**config.mk**
```make
export PLATFORM = sky130hd
export DESIGN_NAME = inst_fetch_flat
export DESIGN_NICKNAME = d
export VERILOG_FILES = /design/src/rtl/inst_fetch_if.sv /design/src/rtl/inst_fetch.sv /design/src/flat_wrapper.sv
export SDC_FILE = /design/constraint.sdc
export NUM_CORES = 1
export LEC_CHECK = 0
export CAP_MARGIN = 20
export CORE_ASPECT_RATIO = 1.25
export CORE_UTILIZATION = 54
export CTS_CLUSTER_DIAMETER = 60
export CTS_CLUSTER_SIZE = 14
export DETAILED_ROUTE_END_ITERATION = 10
export PLACE_DENSITY = 0.85
export SYNTH_ARGS = -nofsm -noshare
export SYNTH_HDL_FRONTEND = slang
export SYNTH_SLANG_ARGS = --single-unit
```
**constraint.sdc**
```tcl
create_clock -name clk -period 10.4 [get_ports clk]
set_input_delay 1.04 -clock clk [delete_from_list [all_inputs] [get_ports clk]]
set_output_delay 1.04 -clock clk [all_outputs]
set_load 0.005 [all_outputs]
```
**src/rtl/inst_fetch_if.sv**
```systemverilog
// Instruction-memory request port and decode handshake used by inst_fetch.
// master = fetch unit, slave = memory / decode / redirect environment.
interface inst_fetch_if #(
    parameter int unsigned ADDR_W = 12
);
    logic              imem_en;
    logic [3:0]        imem_we;
    logic [31:0]       imem_wdata;
    logic [ADDR_W-1:0] imem_adr;
    logic [31:0]       imem_rdata;
    logic              redirect_valid;
    logic [31:0]       redirect_pc;
    logic              inst_valid;
    logic              inst_ready;
    logic [31:0]       inst_data;
    logic [31:0]       inst_pc;
    logic              fetch_err;

    modport master (
        output imem_en, imem_we, imem_wdata, imem_adr,
        output inst_valid, inst_data, inst_pc, fetch_err,
        input  imem_rdata, redirect_valid, redirect_pc, inst_ready
    );

    modport slave (
        input  imem_en, imem_we, imem_wdata, imem_adr,
        input  inst_valid, inst_data, inst_pc, fetch_err,
        output imem_rdata, redirect_valid, redirect_pc, inst_ready
    );
endinterface

```
**src/rtl/inst_fetch.sv**
```systemverilog
// Instruction fetch: issues one-cycle-latency memory reads, buffers returned words in a
// small prefetch FIFO and presents them to decode; redirects flush everything in flight.
module inst_fetch #(
    parameter logic [31:0] RESET_PC   = 32'h0000_0000,
    parameter int unsigned FIFO_DEPTH = 2,
    parameter int unsigned ADDR_W     = 12
) (
    input logic          clk,
    input logic          rst_n,
    inst_fetch_if.master bus
);
    localparam int unsigned PtrW = (FIFO_DEPTH > 1) ? $clog2(FIFO_DEPTH) : 1;
    localparam int unsigned CntW = PtrW + 1;
    localparam int unsigned OccW = CntW + 1;

    logic [31:0]     fetch_pc_q, fetch_pc_d;
    logic            inflight_q, inflight_d;
    logic [31:0]     inflight_pc_q, inflight_pc_d;
    logic            fetch_err_q, fetch_err_d;
    logic [PtrW-1:0] rd_ptr_q, rd_ptr_d;
    logic [PtrW-1:0] wr_ptr_q, wr_ptr_d;
    logic [CntW-1:0] count_q, count_d;
    logic [31:0]     fifo_data_q [FIFO_DEPTH];
    logic [31:0]     fifo_pc_q   [FIFO_DEPTH];

    logic            pop;
    logic            push;
    logic            issue;
    logic [OccW-1:0] occupancy;

    assign pop = (count_q != '0) & bus.inst_ready;

    // Words already committed to the FIFO (buffered + returning) after this cycle's pop.
    assign occupancy = OccW'(count_q) + OccW'(inflight_q) - OccW'(pop);

    assign issue = rst_n & ~fetch_err_q & ~bus.redirect_valid
                 & (occupancy < OccW'(FIFO_DEPTH));

    // A returning word is squashed when a redirect lands in its arrival cycle.
    assign push = inflight_q & ~bus.redirect_valid;

    always_comb begin
        fetch_pc_d    = fetch_pc_q;
        inflight_d    = 1'b0;
        inflight_pc_d = inflight_pc_q;
        fetch_err_d   = fetch_err_q;
        rd_ptr_d      = rd_ptr_q;
        wr_ptr_d      = wr_ptr_q;
        count_d       = count_q;

        if (bus.redirect_valid) begin
            fetch_pc_d  = bus.redirect_pc;
            count_d     = '0;
            rd_ptr_d    = '0;
            wr_ptr_d    = '0;
            fetch_err_d = |bus.redirect_pc[1:0];
        end else begin
            inflight_d = issue;
            if (issue) begin
                inflight_pc_d = fetch_pc_q;
                fetch_pc_d    = fetch_pc_q + 32'd4;
            end
            if (push) begin
                wr_ptr_d = wr_ptr_q + 1'b1;
            end
            if (pop) begin
                rd_ptr_d = rd_ptr_q + 1'b1;
            end
            count_d = count_q + CntW'(push) - CntW'(pop);
        end
    end

    always_ff @(posedge clk) begin
        if (!rst_n) begin
            fetch_pc_q    <= RESET_PC;
            inflight_q    <= 1'b0;
            inflight_pc_q <= 32'h0;
            fetch_err_q   <= 1'b0;
            rd_ptr_q      <= '0;
            wr_ptr_q      <= '0;
            count_q       <= '0;
        end else begin
            fetch_pc_q    <= fetch_pc_d;
            inflight_q    <= inflight_d;
            inflight_pc_q <= inflight_pc_d;
            fetch_err_q   <= fetch_err_d;
            rd_ptr_q      <= rd_ptr_d;
            wr_ptr_q      <= wr_ptr_d;
            count_q       <= count_d;
        end
    end

    // Storage needs no reset: entries are only visible through count_q.
    always_ff @(posedge clk) begin
        if (rst_n && push) begin
            fifo_data_q[wr_ptr_q] <= bus.imem_rdata;
            fifo_pc_q[wr_ptr_q]   <= inflight_pc_q;
        end
    end

    assign bus.imem_en    = issue;
    assign bus.imem_we    = 4'b0000;
    assign bus.imem_wdata = 32'h0;
    assign bus.imem_adr   = fetch_pc_q[ADDR_W+1:2];
    assign bus.inst_valid = (count_q != '0);
    assign bus.inst_data  = fifo_data_q[rd_ptr_q];
    assign bus.inst_pc    = fifo_pc_q[rd_ptr_q];
    assign bus.fetch_err  = fetch_err_q;
endmodule

```
**src/flat_wrapper.sv**
```systemverilog
// flat-port wrapper written by rule: the top's interface ports become plain ports
module inst_fetch_flat 
#(
    parameter logic [31:0] RESET_PC   = 32'h0000_0000,
    parameter int unsigned FIFO_DEPTH = 2,
    parameter int unsigned ADDR_W     = 12
)
  (clk, rst_n, bus_imem_en, bus_imem_we, bus_imem_wdata, bus_imem_adr, bus_inst_valid, bus_inst_data, bus_inst_pc, bus_fetch_err, bus_imem_rdata, bus_redirect_valid, bus_redirect_pc, bus_inst_ready);
  inst_fetch_if #(.ADDR_W(ADDR_W)) bus_i ();
  input logic clk;
  input logic rst_n;
  output wire logic [$bits(bus_i.imem_en)-1:0] bus_imem_en;
  output wire logic [$bits(bus_i.imem_we)-1:0] bus_imem_we;
  output wire logic [$bits(bus_i.imem_wdata)-1:0] bus_imem_wdata;
  output wire logic [$bits(bus_i.imem_adr)-1:0] bus_imem_adr;
  output wire logic [$bits(bus_i.inst_valid)-1:0] bus_inst_valid;
  output wire logic [$bits(bus_i.inst_data)-1:0] bus_inst_data;
  output wire logic [$bits(bus_i.inst_pc)-1:0] bus_inst_pc;
  output wire logic [$bits(bus_i.fetch_err)-1:0] bus_fetch_err;
  input wire logic [$bits(bus_i.imem_rdata)-1:0] bus_imem_rdata;
  input wire logic [$bits(bus_i.redirect_valid)-1:0] bus_redirect_valid;
  input wire logic [$bits(bus_i.redirect_pc)-1:0] bus_redirect_pc;
  input wire logic [$bits(bus_i.inst_ready)-1:0] bus_inst_ready;
  assign bus_imem_en = bus_i.imem_en;
  assign bus_imem_we = bus_i.imem_we;
  assign bus_imem_wdata = bus_i.imem_wdata;
  assign bus_imem_adr = bus_i.imem_adr;
  assign bus_inst_valid = bus_i.inst_valid;
  assign bus_inst_data = bus_i.inst_data;
  assign bus_inst_pc = bus_i.inst_pc;
  assign bus_fetch_err = bus_i.fetch_err;
  assign bus_i.imem_rdata = bus_imem_rdata;
  assign bus_i.redirect_valid = bus_redirect_valid;
  assign bus_i.redirect_pc = bus_redirect_pc;
  assign bus_i.inst_ready = bus_inst_ready;
  inst_fetch #(.RESET_PC(RESET_PC), .FIFO_DEPTH(FIFO_DEPTH), .ADDR_W(ADDR_W)) u_core (.clk(clk), .rst_n(rst_n), .bus(bus_i));
endmodule
```
* Word level (Yosys, flattened, before mapping)
Memory sizes are Yosys's and may differ from the RTL's. A register that Yosys moved wholly into a read port is not among the register bits. Cells that the tools add are included.
Word-level totals: register bits after elaboration 70, bits in latches 0, RAM bits 128, ROM bits 0, input port bits 68, output and inout port bits 115, word-level logic and storage cells 39, memories 2
Memories:
- u_core.fifo_data_q | words 2, bits a word 32, read ports 1, clocked after memory_dff 1, write ports 1, line inst_fetch.sv:23 | logic [31:0] fifo_data_q [FIFO_DEPTH];
- u_core.fifo_pc_q | words 2, bits a word 32, read ports 1, clocked after memory_dff 1, write ports 1, line inst_fetch.sv:24 | logic [31:0] fifo_pc_q [FIFO_DEPTH];
Cells by class: add/sub/neg operators 7, multipliers 0, div/mod/pow operators 0, $lt $le $gt $ge 1, eq/ne operators 0, shifts and indexed selects 0, muxes and demuxes 8, bitwise operators 8, reduce and logical (&&, ||, !) cells 6
Operators with widths (count):
- $mux W32 | 2
- $add A32 B3 Y32 const B | 1
- $mux W1 | 6
- $and A1 B1 Y1 | 5
- $reduce_bool A2 Y1 | 2
- $reduce_or A2 Y1 | 2
- $add A2 B1 Y3 | 1
- $lt A3 B2 Y1 const B | 1
- $not A1 Y1 | 3
- $sub A3 B1 Y3 | 1
- $add A1 B1 Y1 const B | 2
- $add A2 B1 Y2 | 1
- $reduce_and A2 Y1 | 1
- $sub A2 B1 Y2 | 1
- $logic_and A1 B1 Y1 | 1

* Depth between registers and ports, before layout
depth after elaboration 7, mapped depth 12, mapped depth without buffers 11

* Worst setup path after synthesis
OpenSTA, ideal clock, no wires.
kind in2reg, from input port rst_n, to memory u_core.fifo_data_q[0][0], enable pin, library setup time 0.565 ns, data arrival time 6.049 ns, data required time 9.835 ns, slack 3.786 ns, stages 4, path buffers 2, cell sequence clkbuf_1 -> clkbuf_1 -> nand2_1 -> nor3_1
On the way: word-level cells in the longest chain between the ends 3
RTL lines:
- from (decl) | line flat_wrapper.sv:11 | input logic rst_n;
- $logic_and A1 B1 Y1 | line inst_fetch.sv:95 | if (rst_n && push) begin
- $mux W1 | line inst_fetch.sv:95
- $mux W1 (not written as such) | line inst_fetch.sv:96 | fifo_data_q[wr_ptr_q] <= bus.imem_rdata;
- to (decl) | line inst_fetch.sv:23
No other way between the ends.

* Final worst setup path
from input port bus_inst_ready, to output port bus_imem_en
On the way: word-level cells in the longest chain between the ends 4
RTL lines:
- from (decl) | line flat_wrapper.sv:23 | input wire logic [$bits(bus_i.inst_ready)-1:0] bus_inst_ready;
- $and A1 B1 Y1 | line inst_fetch.sv:31 | assign pop = (count_q != '0) & bus.inst_ready;
- net u_core.pop | line inst_fetch.sv:26 | logic pop;
- $sub A3 B1 Y3 | line inst_fetch.sv:34 | assign occupancy = OccW'(count_q) + OccW'(inflight_q) - OccW'(pop);
- $lt A3 B2 Y1 | line inst_fetch.sv:37 | & (occupancy < OccW'(FIFO_DEPTH));
- $and A1 B1 Y1 | line inst_fetch.sv:37
- to (decl) | line flat_wrapper.sv:12 | output wire logic [$bits(bus_i.imem_en)-1:0] bus_imem_en;
The timed path passes the listed nets, and every way through them passes these cells.

==> metrics.cfg <==
[clocking]
cts.hold.buffers_added=0
post-cts-setup-buffer-count=0
clock_sink_count=199
ctsRootBufferMaster=sky130_fd_sc_hd__clkbuf_16
clk_pin_slew_ns=0.07
cts-buffers-inserted=17
cts_tree=done
clock_latency_ns=0.43
htree_num_levels=4
post_cts_resized=0
clock_tree.buffer_depth=2

[route]
wl_per_cell_um=16.93
vias=5503
drt_drc_violations_left=0
firstDrtPassIters=5
drt-vias-per-instance=5.570
drt_iter0_markers=486
routed_wire_length_um=16730
final_antenna_net_count=0

[sta]
post-route-min-period_ns=4.522
max-slew-margin-rel_pct=40.79
final.setup.worst_slack_ns=5.878
clock.fmax_mhz=221.1
slew_violations=0
final_min_period_over_clock_period_pct=43.48
finalHoldViolations=0
finalSetupTns_ns=0
worstMarginPinSlew_ns=0.8882
rsz0062_at_grt=false
clock_skew_ns=0.009860
setup_violations=0

[job]
drv.max_cap_violation_count=0

[final_layout]
total_of_fill_cells_in_the_finished_design=1072
num_antenna_cells=0
post_route_cells_drive_above_1_share_pct=13.90
multiInputGateArea_mm2=0.002604
area_occupied_by_registers_mm2=0.005266
final_layout_net_count=866
synthToLayoutAreaGrowth_pct=23.88
postLayoutCoreUtil_pct=68.54

[logic_synthesis]
syn-instance-count=670
synth_enable_flop_cells=128
ys_seq_area_share_pct=63.64
synthDominantCellAreaShare_pct=46.46
seq_cells_post_synth=199
synth.area.top_cells=sky130_fd_sc_hd__edfxtp_1, sky130_fd_sc_hd__dfxtp_1, sky130_fd_sc_hd__mux2_2
yosys_warnings=0
synth_top_cell_by_area=sky130_fd_sc_hd__edfxtp_1
synth-async-reset-ratio_pct=0
distinct_cell_type_count_after_synthesis=49
post-synth-top-count-cell=sky130_fd_sc_hd__edfxtp_1
syn-cell-area_mm2=0.008273
synthTopCellsByCount=sky130_fd_sc_hd__edfxtp_1, sky130_fd_sc_hd__nand2_1, sky130_fd_sc_hd__dfxtp_1, sky130_fd_sc_hd__mux2_2, sky130_fd_sc_hd__a21oi_1
synth.avg_cell_area_um2=12.35
synth_top_flop_cell=sky130_fd_sc_hd__edfxtp_1

[placed_design]
hpwlAfterDp_um=10590
gpl.final_weighted_congestion=0.8363
port_bufs=146
worst_setup_slack_before_clock_tree_synthesis_ns=5.880

[floorplanning]
starting_density_of_the_core_pct=55.33
die_height_um=140.4
design.die.area_mm2=0.01582
core_area_mm2=0.01495
fp-row-count=50
top_level_ports=183
die_width_um=112.7

[worst_setup_path]
path_cells=clkdlybuf4s50_1, and2_1, ha_1, nand2b_1, fa_1, and4bb_2, nand2_2, clkinv_1, clkdlybuf4s50_1
critical_path.endpoint_type=primary output
max_stage_delay_ns=0.51
critical_path_s_most_frequent_cell=sky130_fd_sc_hd__clkdlybuf4s50_1
worst-endpoint-required_ns=9.36
worst_path_dominant_cell_family=buffers and inverters
master_of_the_slowest_instance_on_the_critical_path=sky130_fd_sc_hd__fa_1
crit_path_start_kind=input port
timing_worst_setup_path_type=in -> out
critPathMaxFanout=4
cp_num_buf_inv=3
worstPathArrival_ns=3.48

[status]
outcome=complete, no violations

[hold_path]
min_path_type=reg -> reg

[power]
power_leakage_nw=3.584
irDropWorstVdd_v=0.00008603
p_total_mw=1.619
power_density_mw_per_mm2=158.0

[global_route]
globalRouteOverflowTotal=0
first_pass_grt_wire_length_um=26510
antenna_found_initial=0
track_usage_pct=21.49
grt_pass1_vias=5396
grt_max_degree=67

-- routing by layer --
metal / up-vias / global-route usage [%] / share of wire, %
met5: - / 0 / 0
met4: 0 / 7.368 / 2.3
met3: 35 / 4.846 / 6.4
met2: 258 / 37.85 / 50
met1: 2606 / 25.84 / 41
li1: 2604 / - / -
-- worst paths after layout --
| check | start | endpoint | slack [ns] | cells past startpoint |
|---|---|---|---|---|
| worst max-delay path | bus_inst_ready | bus_imem_en | 5.88 | 9 |
| worst min register to register | u_core.inflight_pc_q[17] | u_core.fifo_pc_q[1][17] | 0.45 | 0 |
| worst max register to register | u_core.count_q[1] | u_core.fetch_pc_q[11] | 6.87 | 11 |
| worst min-delay path | u_core.inflight_pc_q[17] | u_core.fifo_pc_q[1][17] | 0.45 | 0 |
-- cells in the final DEF (no fill, tap or decap), types with 3 or more instances in the layout --
master | synthesis | routed
sky130_fd_sc_hd__a21oi_1 | 54 | 54
sky130_fd_sc_hd__a22oi_1 | 4 | 4
sky130_fd_sc_hd__a31oi_1 | 7 | 7
sky130_fd_sc_hd__a32oi_1 | 4 | 4
sky130_fd_sc_hd__and2_1 | 7 | 7
sky130_fd_sc_hd__and3_1 | 13 | 12
sky130_fd_sc_hd__buf_4 | 48 | 8
sky130_fd_sc_hd__clkbuf_16 | 0 | 18
sky130_fd_sc_hd__clkdlybuf4s50_1 | 0 | 146
sky130_fd_sc_hd__conb_1 | 1 | 36
sky130_fd_sc_hd__dfxtp_1 | 71 | 70
sky130_fd_sc_hd__edfxtp_1 | 128 | 128
sky130_fd_sc_hd__ha_1 | 4 | 4
sky130_fd_sc_hd__inv_1 | 11 | 11
sky130_fd_sc_hd__inv_6 | 0 | 3
sky130_fd_sc_hd__inv_8 | 0 | 5
sky130_fd_sc_hd__mux2_2 | 64 | 64
sky130_fd_sc_hd__mux2i_1 | 4 | 4
sky130_fd_sc_hd__nand2_1 | 84 | 83
sky130_fd_sc_hd__nand3_1 | 14 | 14
sky130_fd_sc_hd__nand4_1 | 6 | 6
sky130_fd_sc_hd__nor2_1 | 21 | 21
sky130_fd_sc_hd__nor3_1 | 13 | 12
sky130_fd_sc_hd__nor4_1 | 9 | 9
sky130_fd_sc_hd__o211ai_1 | 3 | 3
sky130_fd_sc_hd__o21ai_0 | 10 | 10
sky130_fd_sc_hd__o22ai_1 | 6 | 6
sky130_fd_sc_hd__o311ai_0 | 5 | 5
sky130_fd_sc_hd__o31a_1 | 3 | 3
sky130_fd_sc_hd__xnor2_1 | 10 | 10
-- cell type report --
cell class / instances / area share [%]
Clock buffer: 19 / 4.432
Multi-Input combinational cell: 409 / 25.41
Clock inverter: 13 / 1.270
Sequential cell: 199 / 51.39
Tap cell: 182 / 2.222
Timing Repair Buffer: 154 / 14.85
Inverter: 12 / 0.4395
-- logic make-up after synthesis --
kind of cell | Yosys count | synth area share [%]
fa+ha+maj | 5 | 0.8470
compound gates | 106 | 7.804
simple gates | 182 | 10.62
flops | 199 | 63.64
other cells | 1 | 0.04533
xor+xnor | 12 | 1.270
mux | 68 | 9.195
buf+inv | 97 | 6.579
-- power by group --
group	leakage, nW	switching [mW]	internal [mW]
sequential	1.81	0.0180	0.854
combinational	1.49	0.0505	0.0571
clock	0.287	0.305	0.334
total	3.58	0.374	1.25
-- metrics by stage --
| stage | hold WS, ns | instances | instance area, µm² |
|---|---|---|---|
| floorplan | 0.4254 | 705 | 8404 |
| global placement | 0.4352 | 955 | 9657 |
| detailed placement | 0.4405 | 955 | 9657 |
| CTS | 0.4565 | 987 | 10240 |
| global route | 0.4673 | 988 | 10250 |
| finish | 0.4526 | 988 | 10250 |
-- registers in the layout, summed over array words and instances (netlist names), named ones only --
name and cells:
u_core.wr_ptr_q 1, u_core.inflight_q 1, u_core.inflight_pc_q 32, u_core.fifo_data_q 64, u_core.fifo_pc_q 64, u_core.count_q 2
u_core.bus.fetch_err 1, u_core.rd_ptr_q 1, u_core.fetch_pc_q 32
Note: power is estimated with default switching activity, not from simulation.
